[src/rtl/mt_ckpt.sv]
// Rename map table with intra-group bypass, CDB-driven readiness and
// NUM_CKPT circular branch checkpoints that restore the whole map in one cycle.
module mt_ckpt #(
    parameter  int AR_W       = 5,
    parameter  int PR_W       = 7,
    parameter  int DISPATCH_W = 2,
    parameter  int CDB_W      = 4,
    parameter  int NUM_CKPT   = 4,
    localparam int CK_W       = $clog2(NUM_CKPT),
    localparam int DN_W       = $clog2(DISPATCH_W + 1)
) (
    input  logic                       clock,
    input  logic                       reset,
    input  logic [DN_W-1:0]            dispatch_num,
    input  logic [DISPATCH_W-1:0]      dest_valid,
    input  logic [DISPATCH_W*AR_W-1:0] dest_ar,
    input  logic [DISPATCH_W*PR_W-1:0] fl_pr,
    input  logic [DISPATCH_W*AR_W-1:0] src1_ar,
    input  logic [DISPATCH_W*AR_W-1:0] src2_ar,
    input  logic [CDB_W-1:0]           cdb_valid,
    input  logic [CDB_W*PR_W-1:0]      cdb_pr_tag,
    input  logic                       ckpt_take,
    input  logic                       br_recover,
    input  logic                       br_release,
    input  logic [CK_W-1:0]            br_ckpt_id,
    output logic [DISPATCH_W*PR_W-1:0] told,
    output logic [DISPATCH_W*PR_W-1:0] src1_pr,
    output logic [DISPATCH_W*PR_W-1:0] src2_pr,
    output logic [DISPATCH_W-1:0]      src1_ready,
    output logic [DISPATCH_W-1:0]      src2_ready,
    output logic [CK_W-1:0]            ckpt_id,
    output logic                       ckpt_full
);
    localparam int NUM_AR = 1 << AR_W;
    localparam int NUM_PR = 1 << PR_W;

    logic [PR_W-1:0]       map_reg    [NUM_AR];
    logic [PR_W-1:0]       map_next   [NUM_AR];
    logic [PR_W-1:0]       rename_map [NUM_AR];
    logic [PR_W-1:0]       ckpt_map   [NUM_CKPT][NUM_AR];
    logic [NUM_PR-1:0]     ready_reg, ready_next, ready_eff, cdb_set;
    logic [NUM_CKPT-1:0]   valid_reg, valid_next;
    logic [CK_W-1:0]       tail_reg, tail_next, span;
    logic [DISPATCH_W-1:0] alloc;
    logic                  recover_ok, take_ok;

    genvar gi;
    generate
        for (gi = 0; gi < DISPATCH_W; gi++) begin : g_alloc
            assign alloc[gi] = dest_valid[gi] && (DN_W'(gi) < dispatch_num);
        end
    endgenerate

    assign recover_ok = br_recover && valid_reg[br_ckpt_id];
    assign take_ok    = ckpt_take && !valid_reg[tail_reg] && !recover_ok;
    assign span       = tail_reg - br_ckpt_id;
    assign ckpt_id    = tail_reg;
    assign ckpt_full  = valid_reg[tail_reg];

    always_comb begin
        cdb_set = '0;
        for (int c = 0; c < CDB_W; c++)
            if (cdb_valid[c]) cdb_set[cdb_pr_tag[c*PR_W +: PR_W]] = 1'b1;
    end

    assign ready_eff = ready_reg | cdb_set;

    // Map after this cycle's group; later slots overwrite earlier ones.
    always_comb begin
        for (int a = 0; a < NUM_AR; a++) rename_map[a] = map_reg[a];
        for (int k = 0; k < DISPATCH_W; k++)
            if (alloc[k]) rename_map[dest_ar[k*AR_W +: AR_W]] = fl_pr[k*PR_W +: PR_W];
    end

    always_comb begin
        for (int a = 0; a < NUM_AR; a++)
            map_next[a] = recover_ok ? ckpt_map[br_ckpt_id][a] : rename_map[a];
    end

    // Allocation clears after the CDB sets, so a same-cycle alloc wins.
    always_comb begin
        ready_next = ready_eff;
        if (!recover_ok)
            for (int k = 0; k < DISPATCH_W; k++)
                if (alloc[k]) ready_next[fl_pr[k*PR_W +: PR_W]] = 1'b0;
    end

    // Recovery squashes br_ckpt_id..tail-1; span==0 only when full, i.e. all.
    always_comb begin
        valid_next = valid_reg;
        if (br_release) valid_next[br_ckpt_id] = 1'b0;
        if (recover_ok)
            for (int i = 0; i < NUM_CKPT; i++)
                if (span == '0 || (CK_W'(i) - br_ckpt_id) < span) valid_next[i] = 1'b0;
        if (take_ok) valid_next[tail_reg] = 1'b1;
    end

    always_comb begin
        tail_next = tail_reg;
        if (recover_ok)   tail_next = br_ckpt_id;
        else if (take_ok) tail_next = tail_reg + 1'b1;
    end

    always_ff @(posedge clock or posedge reset) begin
        if (reset) begin
            for (int a = 0; a < NUM_AR; a++) map_reg[a] <= PR_W'(a);
            ready_reg <= '1;
            valid_reg <= '0;
            tail_reg  <= '0;
        end else begin
            for (int a = 0; a < NUM_AR; a++) map_reg[a] <= map_next[a];
            ready_reg <= ready_next;
            valid_reg <= valid_next;
            tail_reg  <= tail_next;
        end
    end

    // Snapshot storage needs no reset: entries are only read while valid.
    always_ff @(posedge clock) begin
        if (take_ok)
            for (int a = 0; a < NUM_AR; a++) ckpt_map[tail_reg][a] <= rename_map[a];
    end

    generate
        for (gi = 0; gi < DISPATCH_W; gi++) begin : g_slot
            logic [AR_W-1:0] d_ar, a1, a2;
            logic [PR_W-1:0] told_k, s1_pr, s2_pr;
            logic            s1_rdy, s2_rdy;

            assign d_ar = dest_ar[gi*AR_W +: AR_W];
            assign a1   = src1_ar[gi*AR_W +: AR_W];
            assign a2   = src2_ar[gi*AR_W +: AR_W];

            always_comb begin
                told_k = map_reg[d_ar];
                s1_pr  = map_reg[a1];
                s2_pr  = map_reg[a2];
                s1_rdy = ready_eff[map_reg[a1]];
                s2_rdy = ready_eff[map_reg[a2]];
                for (int j = 0; j < gi; j++) begin
                    if (alloc[j]) begin
                        if (dest_ar[j*AR_W +: AR_W] == d_ar) told_k = fl_pr[j*PR_W +: PR_W];
                        if (dest_ar[j*AR_W +: AR_W] == a1) begin
                            s1_pr  = fl_pr[j*PR_W +: PR_W];
                            s1_rdy = 1'b0;
                        end
                        if (dest_ar[j*AR_W +: AR_W] == a2) begin
                            s2_pr  = fl_pr[j*PR_W +: PR_W];
                            s2_rdy = 1'b0;
                        end
                    end
                end
                if (!dest_valid[gi]) told_k = '0;
            end

            assign told[gi*PR_W +: PR_W]    = told_k;
            assign src1_pr[gi*PR_W +: PR_W] = s1_pr;
            assign src2_pr[gi*PR_W +: PR_W] = s2_pr;
            assign src1_ready[gi]           = s1_rdy;
            assign src2_ready[gi]           = s2_rdy;
        end
    endgenerate
endmodule
[config.mk]
export PLATFORM = sky130hd
export DESIGN_NAME = mt_ckpt
export DESIGN_NICKNAME = d
export VERILOG_FILES = /design/src/rtl/mt_ckpt.sv
export SDC_FILE = /design/constraint.sdc
export NUM_CORES = 2
export LEC_CHECK = 0
export BUFFER_PORTS_ARGS = -buffer_cell sky130_fd_sc_hd__buf_2
export CAP_MARGIN = 5
export CORE_MARGIN = 5
export CORE_UTILIZATION = 47
export CTS_BUF_LIST = sky130_fd_sc_hd__clkbuf_4 sky130_fd_sc_hd__clkbuf_8
export DETAILED_ROUTE_END_ITERATION = 10
export PLACE_DENSITY_LB_ADDON = 0.15
export SYNTH_ARGS = -nofsm -noshare
export SYNTH_HDL_FRONTEND = slang
export SYNTH_SLANG_ARGS = --single-unit
[constraint.sdc]
create_clock -name clock -period 8.94 [get_ports clock]
set_clock_uncertainty 0.2 [all_clocks]
set_input_delay 0 -clock clock [delete_from_list [all_inputs] [get_ports clock]]
set_output_delay 0 -clock clock [all_outputs]
set_load 0.02 [all_outputs]
== Word level (Yosys, flattened, before mapping) ==
Memories as Yosys holds them, arrays and structs flattened.
Index checks and enable logic that the tools add are counted.

* $add $sub $neg: 6
* $lt $le $gt $ge: 34
* Equal/unequal tests: 3
* Multiplexer cells: 117
* Bitwise gates (word level): 17
* Reduce and logical (&&, ||, !) cells: 23

{| class="wikitable"
|+ Operator list
! kind !! number
|-
| $mux 128 || 8
|-
| $or 128x128->128 || 4
|-
| $bwmux 224 || 2
|-
| $mux 224 || 2
|-
| $mux 7 || 54
|-
| $and 128x128->128 || 2
|-
| $not 128->128 || 2
|-
| $bmux 7 s5 || 6
|-
| $lt 7x8->1 const B || 10
|-
| $demux 7 s5 || 2
|-
| $demux 1 s7 || 6
|-
| $ge 7x1->1 const B || 6
|-
| $ge 6x6->1 const B || 6
|-
| $not 5->6 || 6
|-
| $bmux 1 s7 || 4
|-
| $mux 1 || 24
|-
| $eq 5x5->1 || 3
|-
| $logic_and 1x1->1 || 15
|-
| $lt 6x1->1 const B || 2
|-
| $mux 4 || 3
|-
| $lt 2x2->1 || 4
|-
| $lt 2x3->1 const B || 2
|-
| $and 4x4->4 || 1
|-
| $bmux 1 s2 || 2
|-
| 14 further kinds || 24
|}

* Register bits: 358
* RAM bits: 896
* Input bits: 87
* Output and inout port bits: 49
* Logic and storage cells: 236
* Memories: 1

{| class="wikitable"
|+ Memory list
! name !! depth !! bits a word !! rd ports !! clocked after Yosys merged registers in !! write ports !! line !! source
|-
| ckpt_map || 4 || 224 || 1 || 0 || 1 || 40 || <nowiki>logic [PR_W-1:0] ckpt_map [NUM_CKPT][NUM_AR];</nowiki>
|}

== Longest topological paths before layout ==
* Word-level depth: 18
* Gate-level depth with buffers: 18

== Least setup slack after synthesis ==
Ideal clock, no wire load.

* Kind: reg2reg
* Start point: register tail_reg[0] (netlist: ckpt_id[0])
* End point: register valid_reg[1]
* Arrival time: 7.208 ns
* Data required time: 8.633 ns
* Path slack: 1.425 ns
* Cell stages (with the launch flop): 5
* Cell sequence: dfrtp_1 -> mux4_2 -> nor2b_1 -> and3_1 -> o21bai_1

* Elaborated cells between the ends (all ways): 18
* Classes of those cells: add/sub: 1; order compare: 3; mux: 7; bitwise: 1; reduce/logical: 6

{| class="wikitable"
|+ RTL lines
! what !! line !! source
|-
| from (decl) || 43 || <nowiki>logic [CK_W-1:0] tail_reg, tail_next, span;</nowiki>
|-
| from (signal assigned) || 114 || <nowiki>tail_reg <= tail_next;</nowiki>
|-
| $bmux 1 s2 || -- ||
|-
| $mux 1 || -- ||
|-
| net ckpt_full || 32 || <nowiki>output logic ckpt_full</nowiki>
|-
| $logic_not 1->1 || 55 || <nowiki>assign take_ok = ckpt_take && !valid_reg[tail_reg] && !recover_ok;</nowiki>
|-
| $logic_and 1x1->1 (2 in a row) || 55 ||
|-
| $mux 4 || 95 || <nowiki>if (take_ok) valid_next[tail_reg] = 1'b1;</nowiki>
|-
| net valid_next[1] || 42 || <nowiki>logic [NUM_CKPT-1:0] valid_reg, valid_next;</nowiki>
|-
| to (signal assigned) || 113 || <nowiki>valid_reg <= valid_next;</nowiki>
|-
| to (decl) || 42 ||
|}

The timed path passes the listed nets, and every way through them passes these cells. The select of a mux whose other input is x is not followed.
A chain may end at the register's enable or synchronous reset.

== Worst setup path after layout ==
* Start point: register map_reg[22] (netlist bit)
* End point: output port src2_ready[1]

* Longest elaborated chain between the ends: 7

{| class="wikitable"
|+ RTL lines
! what !! line !! source
|-
| from (decl) || 37 || <nowiki>logic [PR_W-1:0] map_reg [NUM_AR];</nowiki>
|-
| $bmux 7 s5 * || 139 || <nowiki>s2_rdy = ready_eff[map_reg[a2]];</nowiki>
|-
| $mux 7 (not written as such) * (2 in a row) || 139 ||
|-
| $bmux 1 s7 * || 139 ||
|-
| $mux 1 (not written as such) * || 139 ||
|-
| $mux 1 || 147 || <nowiki>if (dest_ar[j*AR_W +: AR_W] == a2) begin</nowiki>
|-
| $mux 1 * || 141 || <nowiki>if (alloc[j]) begin</nowiki>
|-
| to (decl) || 30 || <nowiki>output logic [DISPATCH_W-1:0] src2_ready,</nowiki>
|}

Mark *: on every way between the ends. The rest lies on a longest branch, timed or not. The select of a mux whose other input is x is not followed.

==> impl_metrics.py <==
metrics = {
    "status": {
        "run_status": "complete, no violations",
    },
    "clock_network": {
        "postCtsSetupBuffers": 0,
        "clock_sink_count": 1254,
        "path_clk_slew_ps": 60,
        "cts.htree.levels": 4,
        "post_cts_hold_buffer_count": 153,
        "cts.repair.resized": 0,
        "clk-insertion-delay-late_ps": 1020,
        "clk_path_buf_depth": 3,
        "tritoncts.num_buffers": 208,
        "tritoncts": "done",
        "clockRootBuffer": "sky130_fd_sc_hd__clkbuf_8",
    },
    "route": {
        "route.antenna.remaining_nets": 0,
        "detailroute.via_count": 54267,
        "drc_errors": 0,
        "routed_wl_um": 279000,
        "initialDrtViolationCount": 7643,
        "vias_per_cell": 7.04,
        "post_drt_wl_per_cell_um": 36.2,
        "detailedRoute.firstPassIterationCount": 7,
    },
    "sta": {
        "final.min_clock_period_ps": 5780,
        "rsz0062_at_grt": "no",
        "hold_vio_cnt_final": 0,
        "setup-tns-final_ps": 0,
        "layout_worst_path_cycle_share": 0.647,
        "setup_violations": 0,
        "max_freq_ghz": 0.173,
        "maxSlewViolCount": 0,
        "measured_slew_at_the_worst_slew_check_pin_ps": 1330,
        "slew_headroom": 0.107,
    },
    "final_layout": {
        "design_area_um2": 80200,
        "layout-drive-gt1-share": 0.324,
        "syn2layout_area_growth_pct": 12.8,
        "area.sequential_um2": 36100,
        "largest_register_ff_count": 896,
        "n_fill_cell": 12527,
        "multiInputGateArea_um2": 33100,
        "layout.nets": 5600,
        "layout.core_utilization": 0.534,
    },
    "yosys": {
        "post_synthesis_cell_count": 5261,
        "synth.lib_cells_used.distinct": 81,
        "synth_compound_area_frac": 0.0945,
        "synth_area_leaders": "sky130_fd_sc_hd__edfxtp_1 38%, sky130_fd_sc_hd__mux4_2 19%, sky130_fd_sc_hd__dfstp_2 7.7%, sky130_fd_sc_hd__mux2i_1 5.5%, sky130_fd_sc_hd__dfrtp_1 5.3%",
        "synthTopCellsByCount": "896 x sky130_fd_sc_hd__edfxtp_1, 590 x sky130_fd_sc_hd__mux4_2, 425 x sky130_fd_sc_hd__nor2_1, 392 x sky130_fd_sc_hd__mux2i_1, 356 x sky130_fd_sc_hd__nand2_1",
        "synth_largest_type_area_fraction": 0.378,
        "syn-num-nets": 5362,
        "synth_xor_xnor_area_share": 0.00197,
        "dominant_combinational_cell_family_by_area_after_synthesis": "multiplexers",
        "synth-warning-count": 0,
        "ys_seq_area_frac": 0.508,
        "synth_most_common_cell": "sky130_fd_sc_hd__edfxtp_1",
        "yosys.area.top_type": "sky130_fd_sc_hd__edfxtp_1",
        "synth-edff-count": 896,
        "syn_avg_cell_area_um2": 13.5,
        "synth.mux.area_fraction": 0.290,
        "synth-main-ff-cell": "sky130_fd_sc_hd__edfxtp_1",
        "synth.cell_area_um2": 71100,
        "synthesized_area_fraction_occupied_by_adder_cells": 0.00267,
        "async_reset_ff_frac": 0.285,
        "simple_gate_fraction_of_synth_area": 0.0738,
        "postSynthRegisterBits": 1254,
    },
    "critical_path": {
        "timing.critical_path.mode_cell": "sky130_fd_sc_hd__mux2i_1",
        "cp_endpoint_kind": "primary output",
        "timing.critical_path.slowest_cell_delay_ps": 710,
        "critical_setup_path_class": "reg2out",
        "crit_path_top_delay_cell": "sky130_fd_sc_hd__buf_4",
        "cp_data_required_time_ps": 8740,
        "worstPathCellList": "mux2i_1 -> a22oi_1 -> o211ai_1 -> o21ai_1 -> nor2_4 -> buf_4 -> mux2i_1 -> mux2i_1 -> a2111oi_0 -> nor4_1 -> a31o_1 -> o31a_1 -> buf_2",
        "startpoint_type": "flop",
        "cp_data_arrival_time_ps": 5580,
        "critPathMaxFanout": 55,
    },
    "flow_run": {
        "drv.max_cap_violation_count": 0,
    },
    "die": {
        "start_util": 0.474,
        "core.rowCount": 142,
        "die_x_um": 399,
        "die_h_um": 399,
        "core_um2": 150000,
        "pin_count": 136,
        "design.die.area_um2": 159000,
    },
    "worst_hold_path": {
        "min-delay-path-class": "in2reg",
    },
    "power_and_ir_drop": {
        "switching_share": 0.386,
        "clkPwrFrac": 0.210,
        "ir_worst_vdd_uv": 193,
        "power_frac_comb": 0.374,
        "power_frac_seq": 0.416,
        "power.density_cell_area_nw_per_um2": 327,
        "power_spent_charging_and_discharging_nets_w": 0.0101,
        "leakagePower_nw": 26.6,
        "power.internal_w": 0.0161,
    },
    "global_routing": {
        "grtUsageTotal": 0.346,
        "grt_pass1_vias": 51937,
        "pin_count_of_the_biggest_net_entering_global_routing": 132,
        "grt_antenna_before_repair": 12,
        "grt_remaining_overflow": 0,
        "grt_first_pass_wirelength_um": 394000,
    },
    "place": {
        "globalplace.congestion": 1.07,
        "detailedPlacementHpwl_um": 179000,
        "portBuffers": 135,
        "postPlaceCellArea_um2": 74100,
    },
}
## cell usage in the layout, fill, tap and decap left out, types with 36 or more instances in the layout
master	instances
sky130_fd_sc_hd__a21boi_0	52
sky130_fd_sc_hd__a21oi_1	261
sky130_fd_sc_hd__buf_2	123
sky130_fd_sc_hd__buf_4	176
sky130_fd_sc_hd__clkbuf_4	98
sky130_fd_sc_hd__clkbuf_8	236
sky130_fd_sc_hd__dfrtp_1	150
sky130_fd_sc_hd__dfstp_2	208
sky130_fd_sc_hd__dlygate4sd3_1	153
sky130_fd_sc_hd__edfxtp_1	896
sky130_fd_sc_hd__mux2_2	299
sky130_fd_sc_hd__mux2i_1	390
sky130_fd_sc_hd__mux4_2	590
sky130_fd_sc_hd__nand2_1	355
sky130_fd_sc_hd__nand3_1	59
sky130_fd_sc_hd__nor2_1	425
sky130_fd_sc_hd__nor2b_1	46
sky130_fd_sc_hd__nor3_1	49
sky130_fd_sc_hd__nor4_1	36
sky130_fd_sc_hd__o211ai_1	62
sky130_fd_sc_hd__o21ai_0	190
sky130_fd_sc_hd__o22ai_1	275
## per-layer routing
metal | track usage | part of all wire | up-vias
met4 | 0.205 | 0.074 | 4
met3 | 0.116 | 0.13 | 970
li1 | - | - | 21584
met2 | 0.491 | 0.42 | 4143
met1 | 0.464 | 0.37 | 27566
met5 | 0 | 0.000097 | -
## worst max-delay path: cells and delay by family (launching register included)
kind / cells / cell delay [ps]
AO/OA/AOI/OAI: 6 / 1640
multiplexers: 3 / 690
AND/OR/NAND/NOR: 2 / 750
flip-flops: 1 / 570
buffers and inverters: 2 / 890
## per-stage QoR
stage	hold WS [ps]	worst slack, ps	instances	power (W)
global placement	105	3770	7150	0.0201
CTS	50.0	3250	7697	0.0259
floorplan	-25.0	1420	5261	0.0165
finish	80.7	3160	7710	0.0262
global route	130	3000	7705	0.0271
detailed placement	106	3730	7150	0.0202
## power groups by stage
stage               registers [W]  logic (W)  clock network [W]
floorplan                 0.00992    0.00656                  0
global placement           0.0108    0.00922                  0
detailed placement         0.0109    0.00934                  0
CTS                        0.0108    0.00952            0.00560
global route               0.0110     0.0103            0.00587
finish                     0.0109    0.00980            0.00550
## worst paths after layout
path / startpoint / endpoint / slack, ps / cells after the start
min reg2reg: ckpt_map[0][118]$_DFFE_PP_ / map_reg[118]$_DFF_PP0_ / 440 / 2
max reg2reg: valid_reg[2]$_DFF_PP0_ / ready_reg[127]$_DFF_PP1_ / 4850 / 6
min: br_ckpt_id[0] / ckpt_id[0]$_DFFE_PP0P_ / 80 / 4
max: map_reg[22]$_DFF_PP0_ / src2_ready[1] / 3160 / 13
min in group asynchronous: reset / map_reg[221]$_DFF_PP0_ / 100 / 5
max in group asynchronous: reset / map_reg[34]$_DFF_PP0_ / 6780 / 6
## kinds of logic after synthesis
kind of cell | after synthesis
fa+ha+maj | 14
mux | 1285
buf+inv | 475
compound gates | 1068
flops | 1254
simple gates | 1149
xor+xnor | 16
## area by class of cell
cell class,instances,area share
multi-input cells,3532,0.413
inverters,38,0.00182
clock inverters,61,0.00755
flip-flops and latches,1254,0.450
well taps,2016,0.0314
repair buffers,465,0.0462
clock buffers,333,0.0496
diodes,11,0.000343
Power figures use the tool's default switching activity.
